### src/rtl/wb_pkg.sv
// Write-back stage shared definitions.
//   XLEN       : register-file data width
//   REG_ADDR_W : register-file address width
//   wb_src_e   : which source the write-back mux selected this cycle
package wb_pkg;
  localparam int XLEN       = 32;
  localparam int REG_ADDR_W = 5;

  typedef enum logic [1:0] {
    WB_NONE = 2'd0,
    WB_EXE  = 2'd1,
    WB_MEM  = 2'd2
  } wb_src_e;
endpackage

### src/rtl/wb_src_mux.sv
// Combinational write-back source priority mux.
// Ports:
//   reg_write_en, rd_addr, exe_result    : execute-stage request
//   from_mem, store_data_to, read_data   : memory load request (wins on conflict)
//   src, addr, data                      : selected source and its address/data;
//                                          address/data are zero when idle
module wb_src_mux
  import wb_pkg::*;
#(
  parameter int XLEN       = wb_pkg::XLEN,
  parameter int REG_ADDR_W = wb_pkg::REG_ADDR_W
) (
  input  logic                  reg_write_en,
  input  logic [XLEN-1:0]       exe_result,
  input  logic [REG_ADDR_W-1:0] rd_addr,
  input  logic                  from_mem,
  input  logic [REG_ADDR_W-1:0] store_data_to,
  input  logic [XLEN-1:0]       read_data,
  output wb_src_e               src,
  output logic [REG_ADDR_W-1:0] addr,
  output logic [XLEN-1:0]       data
);

  always_comb begin
    src  = WB_NONE;
    addr = '0;
    data = '0;
    // Memory load has priority; a simultaneous execute request is silently dropped.
    if (from_mem) begin
      src  = WB_MEM;
      addr = store_data_to;
      data = read_data;
    end else if (reg_write_en) begin
      src  = WB_EXE;
      addr = rd_addr;
      data = exe_result;
    end
  end

endmodule

### src/rtl/wb_unit.sv
// Write-back unit: selects execute or memory result and registers the
// register-file write one cycle later.
// Ports:
//   clk, rst                              : clock, synchronous active-high reset
//   reg_write_en, exe_result, rd_addr     : execute write-back request
//   from_mem, store_data_to, read_data    : memory load write-back request
//   wb_done                               : a request was accepted last cycle
//   rf_we, rf_rd_addr, rf_rd_data         : register-file write port
module wb_unit
  import wb_pkg::*;
#(
  parameter int XLEN       = wb_pkg::XLEN,
  parameter int REG_ADDR_W = wb_pkg::REG_ADDR_W
) (
  input  logic                  clk,
  input  logic                  rst,
  input  logic                  reg_write_en,
  input  logic [XLEN-1:0]       exe_result,
  input  logic [REG_ADDR_W-1:0] rd_addr,
  input  logic                  from_mem,
  input  logic [REG_ADDR_W-1:0] store_data_to,
  input  logic [XLEN-1:0]       read_data,
  output logic                  wb_done,
  output logic                  rf_we,
  output logic [REG_ADDR_W-1:0] rf_rd_addr,
  output logic [XLEN-1:0]       rf_rd_data
);

  wb_src_e               sel_src;
  logic [REG_ADDR_W-1:0] sel_addr;
  logic [XLEN-1:0]       sel_data;

  wb_src_mux #(
    .XLEN       (XLEN),
    .REG_ADDR_W (REG_ADDR_W)
  ) u_mux (
    .reg_write_en  (reg_write_en),
    .exe_result    (exe_result),
    .rd_addr       (rd_addr),
    .from_mem      (from_mem),
    .store_data_to (store_data_to),
    .read_data     (read_data),
    .src           (sel_src),
    .addr          (sel_addr),
    .data          (sel_data)
  );

  always_ff @(posedge clk) begin
    if (rst) begin
      wb_done    <= 1'b0;
      rf_we      <= 1'b0;
      rf_rd_addr <= '0;
      rf_rd_data <= '0;
    end else begin
      wb_done    <= (sel_src != WB_NONE);
      // x0 is hardwired zero: the request completes but never writes.
      rf_we      <= (sel_src != WB_NONE) && (sel_addr != '0);
      rf_rd_addr <= sel_addr;
      rf_rd_data <= sel_data;
    end
  end

endmodule

### config.mk
export PLATFORM = sky130hd
export DESIGN_NAME = wb_unit
export DESIGN_NICKNAME = d
export VERILOG_FILES = /design/src/rtl/wb_pkg.sv /design/src/rtl/wb_src_mux.sv /design/src/rtl/wb_unit.sv
export SDC_FILE = /design/constraint.sdc
export NUM_CORES = 1
export LEC_CHECK = 0
export ABC_AREA = 1
export CAP_MARGIN = 30
export CORE_MARGIN = 2
export CORE_UTILIZATION = 38
export CTS_CLUSTER_SIZE = 14
export DETAILED_ROUTE_END_ITERATION = 10
export GPL_TIMING_DRIVEN = 0
export PLACE_DENSITY_LB_ADDON = 0.1
export SLEW_MARGIN = 20
export SYNTH_ARGS = -nofsm -noshare
export SYNTH_HDL_FRONTEND = slang
export SYNTH_HIERARCHICAL = 1
export SYNTH_SLANG_ARGS = --single-unit
### constraint.sdc
create_clock -name clk -period 1.5 [get_ports clk]
set_input_delay 0.375 -clock clk [delete_from_list [all_inputs] [get_ports clk]]
set_output_delay 0.375 -clock clk [all_outputs]
set_load 0.005 [all_outputs]
==> results.json <==
{
  "cp_cell_sequence": "clkdlybuf4s50_1",
  "clkPwrFrac_pct": 28.7,
  "cts_setup_buffers": 0,
  "fin_cells": 424,
  "hp-class": "in -> reg",
  "dr_wl_met3_um": 384,
  "finalCritPeriodShare_pct": 97.7,
  "io-pin-count": 117,
  "n_antenna_cell": 0,
  "antenna_left": 0,
  "slew_violations": 0,
  "path_delay_family": "buffers and inverters",
  "timing.fmax_mhz": 682,
  "clock_sinks": 39,
  "period_minus_slack_ns": 1.47,
  "swShare_pct": 24.0,
  "start_util_pct": 39.5,
  "dr.pass1.iters": 4,
  "viasPerCell": 4.33,
  "drive_gt1_share_pct": 6.45,
  "avgSynthCellArea_sq_um": 6.87,
  "cts_root_buf": "clkbuf_8",
  "fin_tns_setup_ns": 0,
  "grt-ovfl-total": 0,
  "yosysTopAreaCell": "dfxtp_1",
  "vias": 1834,
  "floorplan.die.width_um": 71.2,
  "crit_type": "reg -> out",
  "wire_per_inst_um": 11.1,
  "switchingPower_w": 0.000560,
  "drt-initial-drc-count": 80,
  "p_total_w": 0.00233,
  "die_h_um": 71.2,
  "slowest_delay_ns": 0.50,
  "hold_depth": 2,
  "rows": 24,
  "dp.cells": 416,
  "critPathMaxFanout": 1,
  "m1WireLength_um": 1950,
  "hold_end": "rf_rd_data[1]$_SDFF_PP0_",
  "crit_slowest_cell": "clkdlybuf4s50_1",
  "setup_viol": 0,
  "htreeDepth": 2,
  "path_clk_slew_ns": 0.07,
  "seqPwrFrac_pct": 47.5,
  "post-route-drc-count": 0,
  "grt_max_degree": 12,
  "wl_met2_um": 2280,
  "track_usage_pct": 18.6,
  "final_nets": 449,
  "ys_seq_elements": 39,
  "cp-start-kind": "register",
  "p_comb_share_pct": 23.8,
  "synth_top_cell_area_share_pct": 45.4,
  "synth.distinct_cells": 10,
  "grt_pass1_vias": 1701,
  "die-area_sq_um": 5070,
  "grt_pass1_wl_um": 7490,
  "rsz0062_at_grt": "no",
  "status": "completed",
  "pwr_density_cell_nw_per_um2": 761,
  "hold_viol_final": 0,
  "intPower_w": 0.00177,
  "io_buffers": 114,
  "syn_nets": 328,
  "area_growth_pct": 78.4,
  "cp.required_ns": 1.12,
  "dp_hpwl_um": 3410,
  "synth_seq_area_share_pct": 45.4,
  "gp_congestion": 0.746,
  "slew_headroom_pct": 84.7,
  "arrival_ns": 1.09,
  "highest_layer": "met4",
  "coreArea_sq_um": 4350,
  "clockBufferDepth": 2,
  "antenna_found_initial": 0,
  "syn_area_sq_um": 1720,
  "hp-start": "rst",
  "cts_tree": "built",
  "synth_warnings": 6,
  "synth_area_leaders": "dfxtp_1 (45%), nand2_1 (16%), nand3_1 (11%), nor2_1 (9.0%), inv_1 (8.5%)",
  "synthCells": 250,
  "total_leakage_power_nw": 1.79,
  "cap_violations": 0,
  "hold_ws_ns": 0.317,
  "cp.depth": 1,
  "path_buf_inv": 1,
  "fillers": 403,
  "cts_hold_buf": 0,
  "postLayoutCoreUtil_pct": 70.4,
  "end_kind": "output port",
  "worst_pin_slew_ns": 0.229,
  "irDropWorstVdd_mv": 0.527,
  "numCtsBuffers": 5,
  "wl_um": 4690
}
-- per-layer routing --
| layer | vias up | track usage [%] |
|---|---|---|
| met2 | 70 | 31.6 |
| met5 | - | 0 |
| li1 | 974 | - |
| met4 | 0 | 7.34 |
| met1 | 781 | 21.0 |
| met3 | 9 | 7.03 |
-- synth_stat cells --
master    n
nand2_1  75
nor2_1   41
dfxtp_1  39
inv_1    39
nand3_1  38
buf_6    10
buf_2     3
buf_4     3
inv_2     1
nor2_4    1
-- power groups by stage --
stage	sequential [W]	combinational, W	clock (W)
floorplan	0.00114	0.000201	0
global placement	0.00113	0.000560	0
detailed placement	0.00113	0.000566	0
CTS	0.00111	0.000569	0.000690
global route	0.00111	0.000613	0.000749
finish	0.00111	0.000554	0.000669
-- through the flow --
stage / setup slack (ns) / cell area [sq um]
floorplan: 0.391 / 1720
global placement: -0.224 / 2920
detailed placement: -0.257 / 2920
CTS: 0.00655 / 3000
global route: 0.000954 / 3060
finish: 0.0347 / 3060
-- logic make-up after synthesis --
kind of cell           Yosys count  share of synthesized area (%)
buffers and inverters           56                           17.5
DFF                             39                           45.4
and+or+nand+nor                155                           37.1
-- sequential cells by signal, indices dropped and copies added, names as in the netlist --
register	flops
rf_rd_data	32
rf_rd_addr	5
rf_we	1
wb_done	1
-- layout make-up --
cell class	count	area [sq um]	share of cell area [%]
inverter	40	153	4.98
clock inverter	1	5.00	0.163
buffer	16	150	4.90
sequential	39	781	25.5
multi-input combinational	155	637	20.8
clock buffer	7	76.3	2.49
timing repair buffer	114	1200	39.1
tap	52	65.1	2.12
-- worst max path at each step --
stage | end | start
final | rf_rd_data[29] | rf_rd_data[29]$_SDFF_PP0_
after detailed placement | rf_we$_SDFF_PP0_ | from_mem
after CTS | rf_rd_data[13] | rf_rd_data[13]$_SDFF_PP0_
after global routing | rf_rd_data[7] | rf_rd_data[7]$_SDFF_PP0_
after global placement | rf_we$_SDFF_PP0_ | from_mem
after floorplan | rf_we$_SDFF_PP0_ | reg_write_en
-- layout by cell type (no fill, tap or decap), drive strengths merged --
| cell | instances |
|---|---|
| clkdlybuf4s50 | 90 |
| nand2 | 75 |
| nor2 | 42 |
| inv | 40 |
| dfxtp | 39 |
| nand3 | 38 |
| dlymetal6s2s | 23 |
| buf | 16 |
| clkbuf | 7 |
| clkinv | 1 |
| dlygate4sd2 | 1 |
-- what timing repair did --
action,CTS,global route
setup endpoints to repair,1,23
gates resized for setup,1,24
gates cloned,0,0
(Power assumes the default switching activity.)
